--- src/rtl/dsp_pkg.sv ---
// Shared constants for the DSP slice post-adder: operand select codes,
// OPMODE bit positions and datapath widths.
package dsp_pkg;

    localparam int unsigned P_W = 48;
    localparam int unsigned M_W = 36;

    localparam logic [1:0] X_ZERO = 2'd0;
    localparam logic [1:0] X_M    = 2'd1;
    localparam logic [1:0] X_P    = 2'd2;
    localparam logic [1:0] X_DAB  = 2'd3;

    localparam logic [1:0] Z_ZERO = 2'd0;
    localparam logic [1:0] Z_PCIN = 2'd1;
    localparam logic [1:0] Z_P    = 2'd2;
    localparam logic [1:0] Z_C    = 2'd3;

    localparam int unsigned OP_SUB = 7;
    localparam int unsigned OP_CIN = 5;

endpackage

--- src/rtl/dsp_pipe_reg.sv ---
// Width-parameterised pipeline register with clock enable, asynchronous
// active-high reset and an optional combinational bypass.
module dsp_pipe_reg #(
    parameter int unsigned W       = 1,
    parameter bit          USE_REG = 1'b1
) (
    input  logic         CLK,
    input  logic         RST,
    input  logic         ce,
    input  logic [W-1:0] d,
    output logic [W-1:0] q
);

    logic [W-1:0] q_reg;

    always_ff @(posedge CLK or posedge RST) begin
        if (RST) begin
            q_reg <= '0;
        end else if (ce) begin
            q_reg <= d;
        end
    end

    assign q = USE_REG ? q_reg : d;

endmodule

--- src/rtl/dsp_post_adder_acc.sv ---
// DSP slice final stage: opmode-selected X/Z operands, 48-bit add/subtract
// with carry-in, and the P accumulator register.
module dsp_post_adder_acc
    import dsp_pkg::*;
#(
    parameter bit    PREG        = 1'b1,
    parameter bit    CARRYOUTREG = 1'b1,
    parameter bit    OPMODEREG   = 1'b1,
    parameter bit    CARRYINREG  = 1'b1,
    parameter string CARRYINSEL  = "OPMODE5"
) (
    input  logic           CLK,
    input  logic           RST,
    input  logic           CEP,
    input  logic           CEOPMODE,
    input  logic           CECARRYIN,
    input  logic [7:0]     OPMODE,
    input  logic [M_W-1:0] M,
    input  logic [P_W-1:0] DAB,
    input  logic [P_W-1:0] C,
    input  logic [P_W-1:0] PCIN,
    input  logic           CARRYIN,
    output logic [P_W-1:0] P,
    output logic [P_W-1:0] PCOUT,
    output logic           CARRYOUT,
    output logic           CARRYOUTF
);

    logic [7:0]     op;
    logic           cin_raw;
    logic           ci;
    logic [P_W-1:0] x_mux;
    logic [P_W-1:0] z_mux;
    logic [P_W:0]   result;
    logic [P_W-1:0] sum;
    logic           co;
    logic [P_W-1:0] p_r;
    logic           cout_q;
    logic           unused_bits;

    generate
        if (CARRYINSEL == "CARRYIN") begin : g_cin_port
            assign cin_raw = CARRYIN;
        end else if (CARRYINSEL == "OPMODE5") begin : g_cin_opmode
            assign cin_raw = OPMODE[OP_CIN];
        end else begin : g_cin_bad
            $error("dsp_post_adder_acc: CARRYINSEL must be \"OPMODE5\" or \"CARRYIN\"");
            assign cin_raw = 1'b0;
        end
    endgenerate

    assign unused_bits = ^{op[6], op[4], CARRYIN};

    dsp_pipe_reg #(.W(8), .USE_REG(OPMODEREG)) u_opmode_reg (
        .CLK (CLK),
        .RST (RST),
        .ce  (CEOPMODE),
        .d   (OPMODE),
        .q   (op)
    );

    // Carry-in is captured from the raw OPMODE bit, so it lines up with the
    // opmode register when both are enabled.
    dsp_pipe_reg #(.W(1), .USE_REG(CARRYINREG)) u_cin_reg (
        .CLK (CLK),
        .RST (RST),
        .ce  (CECARRYIN),
        .d   (cin_raw),
        .q   (ci)
    );

    always_comb begin
        x_mux = '0;
        case (op[1:0])
            X_ZERO:  x_mux = '0;
            X_M:     x_mux = {{(P_W-M_W){1'b0}}, M};
            X_P:     x_mux = p_r;
            X_DAB:   x_mux = DAB;
            default: x_mux = '0;
        endcase
    end

    always_comb begin
        z_mux = '0;
        case (op[3:2])
            Z_ZERO:  z_mux = '0;
            Z_PCIN:  z_mux = PCIN;
            Z_P:     z_mux = p_r;
            Z_C:     z_mux = C;
            default: z_mux = '0;
        endcase
    end

    always_comb begin
        result = '0;
        if (op[OP_SUB]) begin
            result = {1'b0, z_mux} - ({1'b0, x_mux} + {{P_W{1'b0}}, ci});
        end else begin
            result = {1'b0, z_mux} + {1'b0, x_mux} + {{P_W{1'b0}}, ci};
        end
    end

    assign sum = result[P_W-1:0];
    assign co  = result[P_W];

    // The accumulator is always registered: feedback must come from p_r even
    // when P itself is presented combinationally.
    dsp_pipe_reg #(.W(P_W), .USE_REG(1'b1)) u_p_reg (
        .CLK (CLK),
        .RST (RST),
        .ce  (CEP),
        .d   (sum),
        .q   (p_r)
    );

    dsp_pipe_reg #(.W(1), .USE_REG(CARRYOUTREG)) u_cout_reg (
        .CLK (CLK),
        .RST (RST),
        .ce  (CEP),
        .d   (co),
        .q   (cout_q)
    );

    assign P         = PREG ? p_r : sum;
    assign PCOUT     = P;
    assign CARRYOUT  = cout_q;
    assign CARRYOUTF = cout_q;

endmodule

--- config.mk ---
export PLATFORM = sky130hd
export DESIGN_NAME = dsp_post_adder_acc
export DESIGN_NICKNAME = d
export VERILOG_FILES = /design/src/rtl/dsp_pkg.sv /design/src/rtl/dsp_pipe_reg.sv /design/src/rtl/dsp_post_adder_acc.sv
export SDC_FILE = /design/constraint.sdc
export NUM_CORES = 1
export LEC_CHECK = 0
export BUFFER_PORTS_ARGS = -buffer_cell sky130_fd_sc_hd__buf_2
export CAP_MARGIN = 20
export CORE_MARGIN = 2
export CORE_UTILIZATION = 50
export DETAILED_ROUTE_END_ITERATION = 8
export PLACE_DENSITY = 0.87
export SYNTH_ARGS = -nofsm -noshare
export SYNTH_HDL_FRONTEND = slang
export SYNTH_SLANG_ARGS = --single-unit
--- constraint.sdc ---
create_clock -name CLK -period 4.45 [get_ports CLK]
set_clock_uncertainty 0.15 [all_clocks]
set_input_delay 0 -clock CLK [delete_from_list [all_inputs] [get_ports CLK]]
set_output_delay 0 -clock CLK [all_outputs]
set_load 0.05 [all_outputs]
## Word-level counts from Yosys, hierarchy flattened

Index checks and enable logic that the tools add are counted.

- Input port bits: 194
- Bits in read-only memories: 0
- Memories kept: 0
- Output and inout port bits: 98
- Logic and storage cells: 19
- Bits in latches: 0
- Flip-flop bits (word level): 58
- RAM bits: 0

- Multiply operators: 0
- Multiplexer cells: 3
- Shifts and indexed selects: 0
- Reductions and logical operators: 2
- Bitwise gates (word level): 0
- Eq/ne operators: 6
- Divide/modulo/power cells: 0
- Magnitude comparators: 0
- Add/sub/neg operators: 4

Operators with widths:

| cell | number |
|---|---|
| 48-bit one-hot mux with 4 select lines | 2 |
| 48-bit by 1-bit adder with 49-bit output | 1 |
| 48-bit by 48-bit adder with 49-bit output | 1 |
| 49-bit by 1-bit adder with 49-bit output | 1 |
| 49-bit two-way mux | 1 |
| 48-bit by 49-bit subtractor with 49-bit output | 1 |
| 2-bit equality test, second input constant | 4 |
| 2-bit by 1-bit equality test with 1-bit output, second input constant | 2 |
| 2-bit logical NOT | 2 |

## Longest topological paths before layout

Gate-level depths: netlist (run 1).

- Depth in word-level cells: 5
- Depth in mapped cells: 21
- Depth with buffers taken out: 17

## Cells and area by module

Synthesis (run 1) repeated with hierarchy kept, for this count alone.

- Cell total of the unflattened synthesis: 1427
- Area total of the unflattened synthesis: 11481.0 µm²

By module, submodules not included:

| module | seq. area each (µm²) | area each (µm²) | instances | cells each |
|---|---|---|---|---|
| dsp_post_adder_acc | 0.0 | 9193.8 | 1 | 1301 |
| dsp_pipe_reg at u_p_reg | 1201.2 | 1864.3 | 1 | 102 |
| dsp_pipe_reg at u_opmode_reg | 200.2 | 335.3 | 1 | 18 |
| dsp_pipe_reg at u_cin_reg ... | 25.0 | 43.8 | 2 | 3 |

## Least setup slack after synthesis (run 1)

Ideal clock, no wire load.

- Path kind: reg-to-reg
- From: reg u_opmode_reg.q_reg[2] (netlist: u_opmode_reg.q[2])
- To: reg u_p_reg.q_reg[42] (netlist: u_p_reg.q[42])
- Stages on the path, launching flop included: 19
- Slack: -0.088 ns
- Library setup time: 0.138 ns
- Clock period less this slack: 4.538 ns
- Required time: 4.162 ns
- Buffers on the path: 3
- Arrival: 4.250 ns
- Cells stage by stage: dfrtp_1 -> buf_2 -> nor2b_2 -> clkbuf_1 -> clkbuf_1 -> a22oi_1 -> fa_1 -> fa_1 -> nand2b_1 -> a21oi_1 -> o21a_1 -> a21oi_1 -> o31ai_2 -> o21ai_1 -> a41oi_2 -> a21boi_0 -> o211ai_1 -> xnor2_1 -> o221ai_1

- Cells in the longest elaborated chain, start to end: 5
- Elaborated cells between the ends (all ways): 9
- Classes of those cells: add/sub: 3; eq/ne: 3; mux: 2; reduce/logical: 1

Ends and longest elaborated chain:

| item | RTL line | source |
|---|---|---|
| start, declared | dsp_pipe_reg.sv:14 | `logic [W-1:0] q_reg;` |
| start signal, assigned | dsp_pipe_reg.sv:18 | `q_reg <= '0;` |
| start signal, assigned | dsp_pipe_reg.sv:20 | `q_reg <= d;` |
| 2-bit equality test (tied with other cells) | dsp_post_adder_acc.sv:85 | `case (op[3:2])` |
| 48-bit one-hot mux with 4 select lines * | dsp_post_adder_acc.sv:85 |  |
| 48-bit by 48-bit adder with 49-bit output | dsp_post_adder_acc.sv:99 | `result = {1'b0, z_mux} + {1'b0, x_mux} + {{P_W{1'b0}}, ci};` |
| 49-bit by 1-bit adder with 49-bit output | dsp_post_adder_acc.sv:99 |  |
| 49-bit two-way mux * | dsp_post_adder_acc.sv:96 | `if (op[OP_SUB]) begin` |
| end signal, assigned | dsp_pipe_reg.sv:18 |  |
| end signal, assigned | dsp_pipe_reg.sv:20 |  |
| end, declared | dsp_pipe_reg.sv:14 |  |

Mark *: on every way between the ends. The rest lies on a longest branch, timed or not.
A chain may end at the register's enable or synchronous reset.

## Worst setup path in the final report (run 1)

- From: reg u_opmode_reg.q_reg[0] (netlist: u_opmode_reg.q[0])
- To: reg u_p_reg.q_reg[46] (netlist: u_p_reg.q[46])

- Cells in the longest elaborated chain, start to end: 5
- Elaborated cells between the ends (all ways): 10
- Classes of those cells: add/sub: 4; eq/ne: 3; mux: 2; reduce/logical: 1

Ends and longest elaborated chain:

| item | RTL line | source |
|---|---|---|
| 2-bit equality test (tied with other cells) | dsp_post_adder_acc.sv:74 | `case (op[1:0])` |
| 48-bit one-hot mux with 4 select lines * | dsp_post_adder_acc.sv:74 |  |
| 48-bit by 48-bit adder with 49-bit output / 48-bit by 1-bit adder with 49-bit output (equally long branches) | dsp_post_adder_acc.sv:99, dsp_post_adder_acc.sv:97 |  |
| 49-bit by 1-bit adder with 49-bit output / 48-bit by 49-bit subtractor with 49-bit output (equally long branches) | dsp_post_adder_acc.sv:99, dsp_post_adder_acc.sv:97 |  |
| 49-bit two-way mux * | dsp_post_adder_acc.sv:96 |  |

Marked as above.

==> summary.txt, run 1 <==
Outcome
  • Status: complete, no violations

STA
  • Final Slew Violations: 0
  • Final hold violation count: 0
  • Setup slack after layout: 0.04095 ns
  • Hold WS: 0.1339 ns
  • Fmax: 226.8 MHz
  • Crit share post-route: 99.08%
  • RSZ-0062 raised after global routing: true
  • Post-Route Setup TNS: 0 ns
  • Period minus WS final: 4.409 ns
  • Setup Viol. Count Final: 0
  • Worst Tran Pin Value: 1.061 ns
  • Max transition margin: 29.24%

Power
  • Logic pwr share: 86.8%
  • Maximum vdd drop: 517.1 uV
  • Switching Fraction: 57.88%
  • Leak pwr: 0.007070 uW
  • PwrDens: 778.7 nW/um^2
  • Flop pwr share: 9.1%
  • Share of power burned in the clock network: 4.1%
  • P_sw: 6591 uW
  • P_int: 4796 uW

Synthesis
  • Syn Area/Cell: 7.445 um^2
  • Asr flop ratio synth: 100.0%
  • Net Count, Synth: 1816
  • Syn Std Cell Area: 11010 um^2
  • Post-synthesis cell type count: 67
  • Ys flop type: dfrtp_1
  • Synthesized flop and latch total: 55
  • Yosys Warn Count: 0
  • Post-synthesis sequential area ratio: 12.50%
  • Gate Count Post-Synth: 1479
  • Post-synth EDFFs: 0

CTS
  • CTS buffer count: 5
  • Clk_lat worst skew: 0.33 ns
  • Max H-tree Level: 2
  • Clk sink count: 55
  • Bufs on Longest Clock Path: 2
  • CTS tree: done
  • Root buf cell: clkbuf_16
  • CTS clk-pin slew, worst paths: 0.09 ns

Route
  • DRC violations left: 0
  • Iteration count of the initial detailed-routing pass: 6
  • Antenna-violating nets left: 0
  • DR vias: 12993
  • Avg Vias per Cell: 6.152
  • Wirelength per Cell: 20.51 um
  • DRT iter0 DRCs: 1244
  • Final wirelength: 43320 um

Hold path
  • Worst Hold Depth: 4
  • Hold path endpoint: u_p_reg.q[0]$_DFFE_PP0P_
  • Type of the tightest min-delay check: primary input to flip-flop
  • Min-delay src: M[0]

Finish
  • Final core occ: 67.42%
  • Non-Filler Instances: 2112
  • Final net count: 2167
  • Final-layout fill cell count: 1723
  • Commonest non-fill, non-tap cells in the layout: buf_2 (288), buf_4 (149), inv_1 (146), a21oi_1 (131), nor2_1 (124)
  • Area delta synth->final: 32.81%
  • Commonest non-fill, non-tap cell in the layout: buf_2
  • Largest register FFs: 48
  • Ratio of cells with drive above 1 in the final layout: 36.87%

Global routing
  • All-Layer GR Usage: 33.62%
  • Initial antenna violation count: 1
  • Congestion Overflow GR: 0
  • Pin count of the biggest net entering global routing: 80
  • First-pass GRT wire length: 63840 um
  • Vias in the first global route: 12287

Floorplanning
  • Die area: 23220 um^2
  • Initial Util: 50.77%
  • Core box area: 21690 um^2
  • # IOs: 292
  • Die Height: 152.4 um
  • Die W: 152.4 um
  • Std cell rows: 54

Placed design
  • Port Buffers: 288
  • Placer congestion estimate: 1.033
  • Post-DP HPWL: 32580 um
  • Placed Cells: 2076
  • Pre-CTS setup slack: -0.06187 ns

Worst setup path
  • Worst-path fanout max: 8
  • Register-to-register setup slack: 0.04 ns
  • Reg-to-Reg End: u_p_reg.q[46]$_DFFE_PP0P_
  • CP Class: flip-flop to flip-flop
  • Reg-to-Reg Start: u_opmode_reg.q[0]$_DFFE_PP0P_
  • CP Data Required Time: 4.49 ns
  • FF-to-FF path depth: 17
  • Worst Setup Start Kind: flip-flop
  • CP endpoint kind: flip-flop
  • Critical path arrival: 4.45 ns

Job
  • Maximum Capacitance Violations: 0
cells in the mapped netlist (18+ instances only):
cell type    n  area (um^2)
dfrtp_1     55         1376
mux2i_1     18        180.2
xor2_1      28        245.2
nand2_1     99        371.6
o21ai_0     78        390.4
ha_1       139         1739
o21bai_1    22        165.2
a21oi_1    149        745.7
nand3_1     19        95.09
a22o_1      60        525.5
nor2b_1     28        175.2
nor2_1     124        465.5
inv_1      152        570.6
a22oi_1     25        187.7
xnor2_1     58        508.0
nor3_1      18        90.09
mux2_2      86        968.4
a21o_1      32        240.2
buf_4       49        367.9
clkbuf_1    57        214.0
critical path, cell delays in order, from the launching register on:
cell and delay, ns:
dfrtp_2 0.47, buf_12 0.19, buf_12 0.14, mux2_2 0.33, a22o_1 0.21, ha_1 0.35
buf_4 0.20, a21oi_2 0.09, o311ai_2 0.26, a31oi_1 0.10, o31ai_2 0.32, and3_4 0.25
o21ai_1 0.11, a41oi_2 0.34, a31oi_2 0.17, mux2i_1 0.15, a211oi_1 0.28, o21ai_0 0.15
stage by stage:
stage	total power [uW]	cell area (um^2)
after floorplan	7338	11020
after global placement	9742	13420
after detailed placement	9844	13420
after CTS	10410	13790
after global routing	12040	14620
final	11390	14620
cell type report:
type / instances / area, um^2 / share of cell area (%)
clock inverter: 3 / 26.28 / 0.1797
multi-input combinational: 1149 / 9186 / 62.82
clock buffer: 5 / 125.1 / 0.8557
inverter: 153 / 574.3 / 3.927
sequential: 55 / 1383 / 9.455
timing repair buffer: 466 / 2975 / 20.35
tap: 280 / 350.3 / 2.396
antenna: 1 / 2.502 / 0.01711
routing by layer:
layer / GRT usage (%) / vias to the layer above / share of wire [%]
li1: - / 5894 / -
met4: 12.86 / 0 / 4.5
met3: 5.603 / 149 / 9.5
met5: 0 / - / 0
met2: 56.07 / 835 / 47
met1: 43.57 / 6115 / 39
power by group through the flow:
| stage | logic (uW) | clock network [uW] | registers (uW) |
|---|---|---|---|
| after floorplan | 5600 | 0 | 1740 |
| after global placement | 8720 | 0 | 1020 |
| after detailed placement | 8820 | 0 | 1030 |
| after CTS | 8920 | 465 | 1020 |
| after global routing | 10500 | 485 | 1070 |
| final | 9880 | 465 | 1040 |
cell families after synthesis:
logic type | Yosys count | share of synthesized area (%)
XOR/XNOR | 86 | 6.841
adder cells (fa/ha/maj) | 143 | 16.52
flip-flops | 55 | 12.50
multiplexers | 104 | 10.43
buffers and inverters | 275 | 11.08
AND/OR/NAND/NOR | 344 | 14.32
AO/OA/AOI/OAI | 472 | 28.31
how the worst max path moves through the flow:
| stage | from | slack (ns) | cells after the start | end |
|---|---|---|---|---|
| after floorplan | u_opmode_reg.q[2]$_DFFE_PP0P_ | -0.0007 | 18 | u_p_reg.q[42]$_DFFE_PP0P_ |
| after global placement | u_opmode_reg.q[3]$_DFFE_PP0P_ | 0.009 | 17 | u_p_reg.q[47]$_DFFE_PP0P_ |
| after detailed placement | u_opmode_reg.q[3]$_DFFE_PP0P_ | -0.06 | 18 | u_p_reg.q[46]$_DFFE_PP0P_ |
| after CTS | u_opmode_reg.q[0]$_DFFE_PP0P_ | -0.01 | 19 | u_p_reg.q[43]$_DFFE_PP0P_ |
| after global routing | u_opmode_reg.q[3]$_DFFE_PP0P_ | -0.13 | 18 | u_p_reg.q[42]$_DFFE_PP0P_ |
| final | u_opmode_reg.q[0]$_DFFE_PP0P_ | 0.04 | 17 | u_p_reg.q[46]$_DFFE_PP0P_ |
what timing repair did:
action,CTS,global route
buffers inserted,5,7
cloned,0,2
gates resized for setup,7,134
hold buffers,14,0
endpoints found under the hold margin,61,0
setup endpoints to repair,9,22
pin swaps,1,48
(Power assumes the default switching activity.)
==> inputs of run 2 (changes only) <==
--- a/config.mk
+++ b/config.mk
@@ -11,6 +11,7 @@
 export CORE_UTILIZATION = 50
 export DETAILED_ROUTE_END_ITERATION = 8
 export PLACE_DENSITY = 0.87
+export REMOVE_ABC_BUFFERS = 1
 export SYNTH_ARGS = -nofsm -noshare
 export SYNTH_HDL_FRONTEND = slang
 export SYNTH_SLANG_ARGS = --single-unit
==> run 2 against run 1 <==
  * Sequential power is essentially flat
  * Core utilization rose by 1.7 points
  * Hold slack improved by 0.041 ns
==> summary.txt, run 2 (same netlist as run 1, synthesis figures left out) <==
Worst setup path
  • Reg-to-Reg Start: u_opmode_reg.q[0]$_DFFE_PP0P_
  • Crit-path most repeated cell: buf_6
  • CP endpoint kind: flip-flop
  • Max stage delay on crit path: 0.52 ns (+0.05 ns)
  • Launch point of the critical path: u_opmode_reg.q[0]$_DFFE_PP0P_
  • Critical path arrival: 4.37 ns (-0.08 ns)
  • Top cell family by delay on the critical path: compound AO/OA/AOI/OAI gates
  • CP Data Required Time: 4.45 ns (-0.04 ns)
  • CP Class: flip-flop to flip-flop
  • Worst Setup Start Kind: flip-flop
  • Worst Path Buf+Inv: 5 (+2)
  • Worst-path fanout max: 8 (unchanged)
  • CP max-delay cell: dfrtp_2
  • CP Cell Sequence: buf_6 -> buf_6 -> mux2_2 -> a22o_4 -> ha_4 -> buf_6 -> ha_4 -> nand4_1 -> a211oi_4 -> nor3_2 -> buf_4 -> o21a_1 -> buf_4 -> o31ai_2 -> a21boi_0 -> xnor2_1 -> mux2i_1 -> a21oi_1

Floorplanning
  • Std cell rows: 54 (unchanged)
  • Initial Util: 50.77% (unchanged)
  • Die Height: 152.4 um (unchanged)
  • Die area: 23220 um^2 (unchanged)
  • Core box area: 21690 um^2 (unchanged)
  • Die W: 152.4 um (unchanged)
  • # IOs: 292 (unchanged)

Global routing
  • Initial antenna violation count: 2 (+1)
  • First-pass GRT wire length: 60880 um (-4.6%)
  • All-Layer GR Usage: 31.68% (-1.9 points)
  • Congestion Overflow GR: 0 (unchanged)
  • Vias in the first global route: 12306 (+0.15%)
  • Pin count of the biggest net entering global routing: 80 (unchanged)

Finish
  • Largest register FFs: 48 (unchanged)
  • Final core occ: 69.14% (+1.7 points)
  • Commonest non-fill, non-tap cell in the layout: buf_2
  • Non-Filler Instances: 2142 (+1.4%)
  • Area delta synth->final: 36.18%
  • Ratio of cells with drive above 1 in the final layout: 38.31% (+1.4 points)
  • Final-layout fill cell count: 1745 (+1.3%)
  • Commonest non-fill, non-tap cells in the layout: buf_2 (288), buf_4 (175), inv_1 (146), a21oi_1 (129), nor2_1 (123)
  • Final net count: 2197 (+1.4%)
  • Multi-input gate area: 9284 um^2 (+1.1%)
  • Sequential cell area: 1383 um^2 (unchanged)

Route
  • Antenna-violating nets left: 0 (unchanged)
  • DRC violations left: 0 (unchanged)
  • Final wirelength: 40510 um (-6.5%)
  • Wirelength per Cell: 18.91 um (-7.8%)
  • DRT iter0 DRCs: 933 (-25%)
  • Avg Vias per Cell: 5.896 (-4.2%)
  • Iteration count of the initial detailed-routing pass: 5 (-1)
  • DR vias: 12630 (-2.8%)

Placed design
  • Placer congestion estimate: 0.9881 (-4.4%)
  • Placed Cells: 2086 (+0.48%)
  • Post-DP HPWL: 30860 um (-5.3%)
  • Port Buffers: 288 (unchanged)
  • Pre-CTS setup slack: -0.1162 ns (-0.05429 ns)

STA
  • Setup slack after layout: 0.07647 ns (+0.03552 ns)
  • Crit share post-route: 98.28% (-0.80 points)
  • Period minus WS final: 4.374 ns (-0.03552 ns)
  • RSZ-0062 raised after global routing: true
  • Hold WS: 0.1748 ns (+0.04094 ns)
  • Fmax: 228.6 MHz (+0.81%)
  • Max transition margin: 38.70% (+9.5 points)
  • Setup Viol. Count Final: 0 (unchanged)
  • Final hold violation count: 0 (unchanged)
  • Worst Tran Pin Value: 0.9138 ns (-0.1476 ns)
  • Post-Route Setup TNS: 0 ns (unchanged)
  • Final Slew Violations: 0 (unchanged)

Power
  • PwrDens: 759.0 nW/um^2 (-2.5%)
  • Leak pwr: 0.007262 uW (+2.7%)
  • Maximum vdd drop: 463.7 uV (-10%)

CTS
  • Clk sink count: 55 (unchanged)
  • Bufs on Longest Clock Path: 2 (unchanged)
  • CTS tree: done
  • CTS clk-pin slew, worst paths: 0.09 ns (about the same)
  • CTS buffer count: 5 (unchanged)
  • Clk_lat worst skew: 0.32 ns (about the same)
  • Max H-tree Level: 2 (unchanged)
  • Root buf cell: clkbuf_16

Outcome
  • Status: complete, no violations

Job
  • Maximum Capacitance Violations: 0 (unchanged)

Hold path
  • Min-delay src: CEP
  • Type of the tightest min-delay check: primary input to flip-flop
==> run 2: final timing paths <==
kind / to / slack, ns / cells past startpoint
setup / recovery: u_p_reg.q[31]$_DFFE_PP0P_ / 0.08 / 18
hold / removal: u_p_reg.q[39]$_DFFE_PP0P_ / 0.17 / 3
setup reg to reg: u_p_reg.q[31]$_DFFE_PP0P_ / 0.08 / 18
hold reg to reg: u_p_reg.q[25]$_DFFE_PP0P_ / 0.42 / 1
max in group asynchronous: u_opmode_reg.q[3]$_DFFE_PP0P_ / 3.17 / 4
min in group asynchronous: u_opmode_reg.q[1]$_DFFE_PP0P_ / 0.37 / 4
==> run 2: cell type report <==
cell class                      count  share of cell area (%)
Antenna cell                        1                 0.01669
Clock buffer                        5                  0.8344
Clock inverter                      3                  0.3171
Inverter                          153                   3.830
Multi-Input combinational cell   1149                   61.92
Sequential cell                    55                   9.221
Tap cell                          280                   2.336
Timing Repair Buffer              496                   21.53
==> run 2: worst reg2reg max path: cells and delay by family (launching register included) <==
kind            cells  cell delay [ns]
simple gates        2             0.23
flops               1             0.52
buf+inv             5             0.64
fa+ha+maj           2             0.49
xor+xnor            1             0.17
mux                 2             0.61
compound gates      6             1.39
==> run 2: timing repair <==
action / in CTS / in global routing
pin swaps: 4 / 51
buffers inserted: 5 / 26
endpoints found under the setup margin: 10 / 24
cloned: 0 / 2
hold endpoints to repair: 61 / 0
hold buffers: 14 / 0
resized for setup: 24 / 138
==> run 2: metal layers <==
| metal | wire [um] | global-route usage (%) | part of all wire (%) |
|---|---|---|---|
| met5 | 0 | 0 | 0 |
| met4 | 1525 | 11.88 | 3.8 |
| met3 | 2524 | 3.783 | 6.2 |
| met2 | 20290 | 58.24 | 50 |
| met1 | 16170 | 37.66 | 40 |
==> run 2: through the flow <==
step | instance area [um^2] | power (uW)
after floorplan | 10360 | 6966
after global placement | 13500 | 9599
after detailed placement | 13500 | 9686
after CTS | 13940 | 10390
after global routing | 14990 | 12130
final | 14990 | 11380
==> run 2: power breakdown <==
part	switching (uW)	internal, uW	total [uW]
registers	289	728	1020
logic	5920	3920	9840
clock network	252	271	524
total	6460	4920	11400
